**config.mk**
```make
export PLATFORM = sky130hd
export DESIGN_NAME = spi_frame_receiver
export DESIGN_NICKNAME = d
export VERILOG_FILES = /design/src/rtl/matrix_pkg.sv /design/src/rtl/spi_slave_shift.sv /design/src/rtl/spi_frame_receiver.sv
export SDC_FILE = /design/constraint.sdc
export NUM_CORES = 1
export LEC_CHECK = 0
export BUFFER_PORTS_ARGS = -buffer_cell sky130_fd_sc_hd__buf_2
export CORE_MARGIN = 2
export CORE_UTILIZATION = 46
export CTS_BUF_LIST = sky130_fd_sc_hd__clkbuf_8 sky130_fd_sc_hd__clkbuf_16
export CTS_CLUSTER_SIZE = 10
export DETAILED_ROUTE_END_ITERATION = 10
export PLACE_DENSITY = 0.76
export SYNTH_ARGS = -nofsm -noshare
export SYNTH_HDL_FRONTEND = slang
export SYNTH_HIERARCHICAL = 1
export SYNTH_SLANG_ARGS = --single-unit
```
**constraint.sdc**
```tcl
create_clock -name clk -period 3.45 [get_ports clk]
set_clock_uncertainty 0.1 [all_clocks]
set_input_delay 0.1725 -clock clk [delete_from_list [all_inputs] [get_ports clk]]
set_output_delay 0.1725 -clock clk [all_outputs]
set_load 0.1 [all_outputs]
```
**src/rtl/matrix_pkg.sv**
```systemverilog
// Shared face-matrix definitions: face identifiers, the four 8x8 bitmaps and
// the exact-match classifier used by both the face driver and the receiver.
package matrix_pkg;

    typedef enum logic [1:0] {
        FACE_HAPPY = 2'd0,
        FACE_SAD   = 2'd1,
        FACE_ANGRY = 2'd2,
        FACE_SLEEP = 2'd3
    } face_e;

    // Row 0 sits in bits [63:56], row 7 in bits [7:0].
    localparam logic [63:0] PAT_HAPPY = 64'hFF81_A581_A599_81FF;
    localparam logic [63:0] PAT_SAD   = 64'hFF81_A581_99A5_81FF;
    localparam logic [63:0] PAT_ANGRY = 64'hFFC3_A5A5_8199_A5FF;
    localparam logic [63:0] PAT_SLEEP = 64'hFF81_81E7_8199_99FF;

    typedef struct packed {
        logic  match;
        face_e id;
    } face_class_t;

    function automatic face_class_t classify_face(input logic [63:0] f);
        face_class_t r;
        r.match = 1'b1;
        r.id    = FACE_HAPPY;
        if (f == PAT_HAPPY)      r.id = FACE_HAPPY;
        else if (f == PAT_SAD)   r.id = FACE_SAD;
        else if (f == PAT_ANGRY) r.id = FACE_ANGRY;
        else if (f == PAT_SLEEP) r.id = FACE_SLEEP;
        else                     r.match = 1'b0;
        return r;
    endfunction

endpackage

```
**src/rtl/spi_slave_shift.sv**
```systemverilog
// SPI mode-0 slave front end: synchronises sclk/mosi/cs into clk, detects
// edges and assembles MSB-first bytes, flagging bytes cut short by cs.
module spi_slave_shift (
    input  logic       clk,
    input  logic       reset,
    input  logic       sclk_i,
    input  logic       mosi_i,
    input  logic       cs_i,
    input  logic       clr_i,
    output logic       byte_strobe_o,
    output logic [7:0] byte_o,
    output logic       cs_abort_o
);

    logic [2:0] sclk_sync_q;
    logic [2:0] cs_sync_q;
    logic [1:0] mosi_sync_q;
    logic [6:0] shreg_q;
    logic [2:0] bit_cnt_q;
    logic [7:0] byte_q;
    logic       byte_strobe_q;
    logic       cs_abort_q;

    logic sclk_rise, cs_fall, cs_rise, shift_en, last_bit;

    assign sclk_rise = sclk_sync_q[1] & ~sclk_sync_q[2];
    assign cs_fall   = ~cs_sync_q[1] &  cs_sync_q[2];
    assign cs_rise   =  cs_sync_q[1] & ~cs_sync_q[2];
    // Gating on the older cs sample lets an sclk edge coincident with the cs
    // rise still complete its byte, while the cs-fall cycle shifts nothing.
    assign shift_en  = sclk_rise & ~cs_sync_q[2];
    assign last_bit  = shift_en && (bit_cnt_q == 3'd7);

    // NOTE: every sequential update uses <= so all flops sample the
    // pre-edge values, exactly like the hardware they describe.
    always_ff @(posedge clk) begin
        if (reset) begin
            sclk_sync_q   <= 3'b000;
            cs_sync_q     <= 3'b111;
            mosi_sync_q   <= 2'b00;
            shreg_q       <= '0;
            bit_cnt_q     <= '0;
            byte_q        <= '0;
            byte_strobe_q <= 1'b0;
            cs_abort_q    <= 1'b0;
        end else begin
            sclk_sync_q   <= {sclk_sync_q[1:0], sclk_i};
            cs_sync_q     <= {cs_sync_q[1:0], cs_i};
            mosi_sync_q   <= {mosi_sync_q[0], mosi_i};
            byte_strobe_q <= 1'b0;
            cs_abort_q    <= 1'b0;
            if (clr_i || cs_fall) begin
                bit_cnt_q <= '0;
            end else if (cs_rise && !last_bit && (bit_cnt_q != 3'd0 || shift_en)) begin
                bit_cnt_q  <= '0;
                cs_abort_q <= 1'b1;
            end else if (shift_en) begin
                shreg_q   <= {shreg_q[5:0], mosi_sync_q[1]};
                bit_cnt_q <= bit_cnt_q + 3'd1;
                if (last_bit) begin
                    byte_q        <= {shreg_q, mosi_sync_q[1]};
                    byte_strobe_q <= 1'b1;
                end
            end
        end
    end

    assign byte_strobe_o = byte_strobe_q;
    assign byte_o        = byte_q;
    assign cs_abort_o    = cs_abort_q;

endmodule

```
**src/rtl/spi_frame_receiver.sv**
```systemverilog
// Face-matrix SPI receiver: collects eight bytes into a frame, publishes it
// atomically with its face classification and discards broken frames.
module spi_frame_receiver
    import matrix_pkg::*;
#(
    parameter int unsigned IDLE_TIMEOUT = 0
) (
    input  logic        clk,
    input  logic        reset,
    input  logic        sclk,
    input  logic        mosi,
    input  logic        cs,
    output logic        byte_valid,
    output logic [7:0]  byte_data,
    output logic        frame_valid,
    output logic [63:0] frame,
    output logic [1:0]  face_id,
    output logic        face_match,
    output logic        frame_err
);

    localparam logic [31:0] TMO = 32'(IDLE_TIMEOUT);

    logic        byte_strobe;
    logic [7:0]  byte_w;
    logic        cs_abort;
    logic        tmo_hit;

    logic [55:0] rows_q;
    logic [2:0]  row_idx_q;
    logic [31:0] idle_cnt_q;
    logic [63:0] frame_q;
    face_class_t face_q;
    logic        frame_valid_q;
    logic        tmo_err_q;
    logic [63:0] frame_full;

    spi_slave_shift u_shift (
        .clk           (clk),
        .reset         (reset),
        .sclk_i        (sclk),
        .mosi_i        (mosi),
        .cs_i          (cs),
        .clr_i         (tmo_hit),
        .byte_strobe_o (byte_strobe),
        .byte_o        (byte_w),
        .cs_abort_o    (cs_abort)
    );

    // Earlier rows shift toward the MSBs, so row 0 lands in [63:56].
    assign frame_full = {rows_q, byte_w};

    assign tmo_hit = (TMO != 32'd0) && (idle_cnt_q == TMO - 32'd1)
                     && (row_idx_q != 3'd0) && !byte_strobe;

    // NOTE: the row store is plain data qualified by row_idx_q, so it carries
    // no reset; only control state and outputs are reset.
    always_ff @(posedge clk) begin
        if (byte_strobe) rows_q <= {rows_q[47:0], byte_w};
    end

    always_ff @(posedge clk) begin
        if (reset) begin
            row_idx_q     <= '0;
            idle_cnt_q    <= '0;
            frame_q       <= '0;
            face_q        <= '0;
            frame_valid_q <= 1'b0;
            tmo_err_q     <= 1'b0;
        end else begin
            frame_valid_q <= 1'b0;
            tmo_err_q     <= tmo_hit;
            if (byte_strobe)             idle_cnt_q <= '0;
            else if (idle_cnt_q != TMO)  idle_cnt_q <= idle_cnt_q + 32'd1;

            if (cs_abort || tmo_hit) begin
                row_idx_q <= '0;
            end else if (byte_strobe) begin
                row_idx_q <= row_idx_q + 3'd1;
                if (row_idx_q == 3'd7) begin
                    frame_q       <= frame_full;
                    face_q        <= classify_face(frame_full);
                    frame_valid_q <= 1'b1;
                end
            end
        end
    end

    assign byte_valid  = byte_strobe;
    assign byte_data   = byte_w;
    assign frame_valid = frame_valid_q;
    assign frame       = frame_q;
    assign face_id     = face_q.id;
    assign face_match  = face_q.match;
    assign frame_err   = cs_abort | tmo_err_q;

endmodule

```
* Yosys cells after proc, flatten, opt, wreduce, memory -nomap -nowiden
Index checks and enable logic that the tools add are counted.
** Word-level totals
- Register bits after elaboration :: 155
- Input port bits :: 5
- Output and inout port bits :: 78
** Operators by class
- Add/sub/neg operators :: 2
- Equality and inequality tests :: 6
- Mux-type cells :: 11
- Bitwise logic cells :: 12
- Reduce and logical (&&, ||, !) cells :: 14
** Operators by type and width (number)
- equality test 64 bit, second input constant :: 4
- two-way mux 2 bit :: 4
- inverter 1 bit :: 8
- two-way mux 1 bit :: 7
- adder 3 x 1 -> 3 bit, second input constant :: 2
- equality test 3 bit, second input constant :: 2
- AND reduction 3 bit :: 2
- OR reduction 3 bit :: 2
- AND 1 bit :: 4
- AND reduction 4 bit :: 1
- OR reduction 2 bit :: 2
- OR reduction 4 bit :: 1
- logical AND 1 bit :: 3
- nonzero test 3 bit :: 1
- zero test 1 bit :: 1
- logical OR 1 bit :: 1

* Longest topological paths before layout
- Word-level depth :: 9
- Depth in mapped cells :: 8
- Depth with buffers taken out :: 7

* By module
Netlist, hierarchy kept.
** Modules (own cells, without submodules)
- spi_frame_receiver :: times used 1, cells an instance 401, area each 4445.5 µm², sequential area each 3103.0 µm²
- spi_slave_shift :: times used 1, cells an instance 98, area each 1104.8 µm², sequential area each 560.5 µm²

* Least setup slack after synthesis
No wires, ideal clock.
- Kind :: reg2reg
- From :: register u_shift.byte_strobe_q (netlist: u_shift/byte_strobe_o)
- To :: register frame_q[5] (netlist: frame[5])
- Library setup time :: 0.070 ns
- Arrival time :: 3.433 ns
- Required time :: 3.280 ns
- Path slack :: -0.153 ns
- Stages on the path, launching flop included :: 8
- Path buffers :: 3
- Period minus slack after synthesis :: 3.603 ns
- Cell sequence :: dfxtp_1 clkbuf_1 nand2_1 nor2_1 clkbuf_1 clkbuf_1 nand2_1 a21oi_1
** Between the ends
- Word-level cells in the longest chain between the ends :: 1
** RTL lines
- from (decl) :: line spi_slave_shift.sv:21 : logic byte_strobe_q;
- from (signal assigned) :: line spi_slave_shift.sv:44 : byte_strobe_q <= 1'b0;
- from (signal assigned) :: line spi_slave_shift.sv:50 : byte_strobe_q <= 1'b0;
- from (signal assigned) :: line spi_slave_shift.sv:62 : byte_strobe_q <= 1'b1;
- AND reduction 3 bit (no line)
- to (signal assigned) :: line spi_frame_receiver.sv:81 : frame_q <= frame_full;
- to (decl) :: line spi_frame_receiver.sv:32 : logic [63:0] frame_q;
Every way passes these cells.
A chain may end at the register's enable or synchronous reset.

* Worst setup path in the final report
- From :: register u_shift.byte_strobe_q (netlist: u_shift/byte_strobe_o)
- To :: output port byte_valid
** RTL lines
- to (decl) :: line spi_frame_receiver.sv:13 : output logic byte_valid,
No word-level cell between the ends.

==> flow_summary.ini <==
[detailed_routing]
wl_um = 11800
vias = 3951
wire_per_inst_um = 15.8
firstDrtPassIters = 4
drc = 0
final_antenna_net_count = 0
via_per_inst = 5.29
drt_iter0_drc = 267

[power_and_ir_drop]
peakVddDrop_mv = 0.341
p_total_w = 0.00386
leakage_nw = 2.41
power_density_nw_per_um2 = 570

[setup_path]
cp.required_ps = 3180
path_class = register to output port
worstReg2RegEnd = face_id[0]
crit_start = u_shift/byte_strobe_o
slowest_stage = dfxtp_2
path_cells = buf_4 > buf_2
r2r_setup_slack_ps = 1110
r2r_cells = 5
startpoint_type = register
endpoint = byte_valid
crit_path_end_kind = output port
worstPathArrival_ps = 2230
rr_startpoint = rows_q[35]
path_max_fanout = 32
slowest_delay_ps = 800

[clock_tree]
cts_inserted_buffers = 17
cts_tree = done
clkLatencyLatePin_ps = 420
root_buffer = clkbuf_16
cts_max_level = 4
clk_path_buf_depth = 2
ctsHoldBuffers = 3
clock-sinks = 155
clk_pin_slew_worst_paths_ps = 60
cts_resized = 0
cts_setup_buffers = 0

[global_routing]
grt_pass1_wl_um = 19300
grt_max_degree = 57
antenna_found_initial = 0
grt_overflow = 0
grt_pass1_vias = 3919
grt_use_total_pct = 19.5

[timing]
fin_setup_tns_ps = 0
tightest_slew_ps = 916
rsz0062_at_grt = false
fmax_ghz = 0.399
hold_viol = 0
min_period_ps = 2510
setup_violations = 0
slew_viol_final = 0
fin_crit_sh_pct = 72.6
slew_headroom_pct = 39.0

[die]
die-area_um2 = 13000
num_rows = 40
ios = 83
start_util_pct = 46.6
die_h_um = 114
core_area_um2 = 11900
die_w_um = 114

[yosys]
synthSimpleGateAreaFrac_pct = 19.7
syn_area_um2 = 5550
synth.avg_cell_area_um2 = 11.1
synthCells = 499
yosysUniqueCellTypes = 52
synthMuxAreaShare_pct = 3.25
synth_adder_area_share_pct = 1.13
synth_top_family_by_area = simple AND/OR/NAND/NOR gates
ys_ff_latch = 155
synth-xor-area-share_pct = 0.158
synth_compound_area_share_pct = 7.55
yosys_warnings = 6
synth-seq-area-share_pct = 66.0

[layout]
n_fill_cell = 1004
multi_input_area_um2 = 1790
final_common_cell = nand2_1
nets = 597
seq_area_um2 = 3660
drive_gt1_share_pct = 22.7
antenna_cells = 0
area.growth.synth_to_final_pct = 22.0
final_cell_mix = nand2_1 (133), dfxtp_1 (98), buf_2 (82)

[placement]
port_buffers = 82
dp.final_hpwl_um = 8050
place_congestion = 0.923

[run]
cap_violations = 0

[status]
status = finished clean

[hold_path]
min_path_type = input port to register
[where the power goes]
| part | total (W) | switching, W | internal (W) |
|---|---|---|---|
| Combinational | 0.0000326 | 0.0000218 | 0.0000109 |
| Sequential | 0.00189 | 0.00000128 | 0.00188 |
| Clock | 0.00194 | 0.000709 | 0.00123 |
| Total | 0.00386 | 0.000732 | 0.00313 |
[worst min-delay path by stage]
stage | startpoint | end | slack (ps) | depth (start not counted)
final | reset | u_shift/byte_strobe_o | 270 | 2
after global routing | reset | u_shift/byte_strobe_o | 300 | 2
after CTS | reset | u_shift/byte_strobe_o | 270 | 2
after detailed placement | cs | u_shift/cs_sync_q[0] | 260 | 2
after global placement | cs | u_shift/cs_sync_q[0] | 250 | 2
after floorplan | cs | u_shift/cs_sync_q[0] | 180 | 1
[logic make-up (layout without fill, tap and decap cells)]
family,Yosys count,in the layout
adders and majority gates,5,5
other,1,5
and+or+nand+nor,214,214
muxes,18,18
xor gates and xnor gates,1,1
AOI/OAI and AO/OA,76,76
buffers and inverters,29,126
DFF,155,155
[Yosys cell counts, drive strengths merged]
master	number	area share, %
a21oi	66	6.0
nand2	133	9.0
ha	5	1.1
inv	3	0.20
nand3	2	0.18
buf	4	0.41
edfxtp	56	30
nor3	6	0.74
o22a	1	0.16
nor4	5	0.68
nand2b	18	2.0
xnor2	1	0.16
nor3b	1	0.34
dfxtp	99	36
mux2i	18	3.2
a2111oi	2	0.43
nand3b	1	0.14
or3b	3	0.52
nor4b	2	0.43
a211o	1	0.16
and3b	1	0.16
o32a	1	0.18
o311ai	2	0.32
or4	1	0.14
nor2	8	0.59
or2	3	0.34
a21o	1	0.14
nor2b	7	0.79
nand4	8	1.2
or3	4	0.56
conb	1	0.068
and4bb	2	0.45
or4b	3	0.61
nand4b	4	0.63
o21ai	1	0.090
clkbuf	22	1.5
and2	1	0.14
o31ai	1	0.14
and2b	1	0.14
[critical path, delay by kind of cell (launching register included)]
kind	cells	cell delay, ps
flip-flops	1	800
buffers and inverters	2	1000
[per-stage QoR]
stage,area [µm²],std cells,worst slack (ps),hold slack (ps),utilization [%]
after floorplan,5570,503,735,176,-
after global placement,6110,712,1190,255,51.3
after detailed placement,6110,712,1120,259,51.3
after CTS,6770,747,922,273,56.8
after global routing,6770,747,823,301,56.8
final,6770,747,944,269,56.8
[metal layers]
metal | GRT usage (%) | share of wire [%] | up-vias | wire length [µm]
li1 | - | - | 1902 | -
met5 | 0 | 0 | - | 0
met4 | 8.94 | 1.6 | 0 | 188
met2 | 32.3 | 51 | 133 | 5990
met3 | 5.74 | 6.1 | 21 | 716
met1 | 23.5 | 42 | 1895 | 4930
[state kept, by name (all words and copies together), names as in the netlist, 2 cells and up]
name	cells
face_id	2
rows_q	56
u_shift/bit_cnt_q	3
u_shift/mosi_sync_q	2
frame	64
row_idx_q	3
u_shift/sclk_sync_q	3
u_shift/cs_sync_q	3
u_shift/shreg_q	7
u_shift/byte_o	8
[layout make-up]
class                   count  area share, %
well taps                 147           2.72
multi-input cells         319           26.5
clock inverters            12           2.11
flip-flops and latches    155           54.1
inverters                   3          0.166
repair buffers             91           7.17
clock buffers              20           7.23
Note: power is estimated with default switching activity, not from simulation.
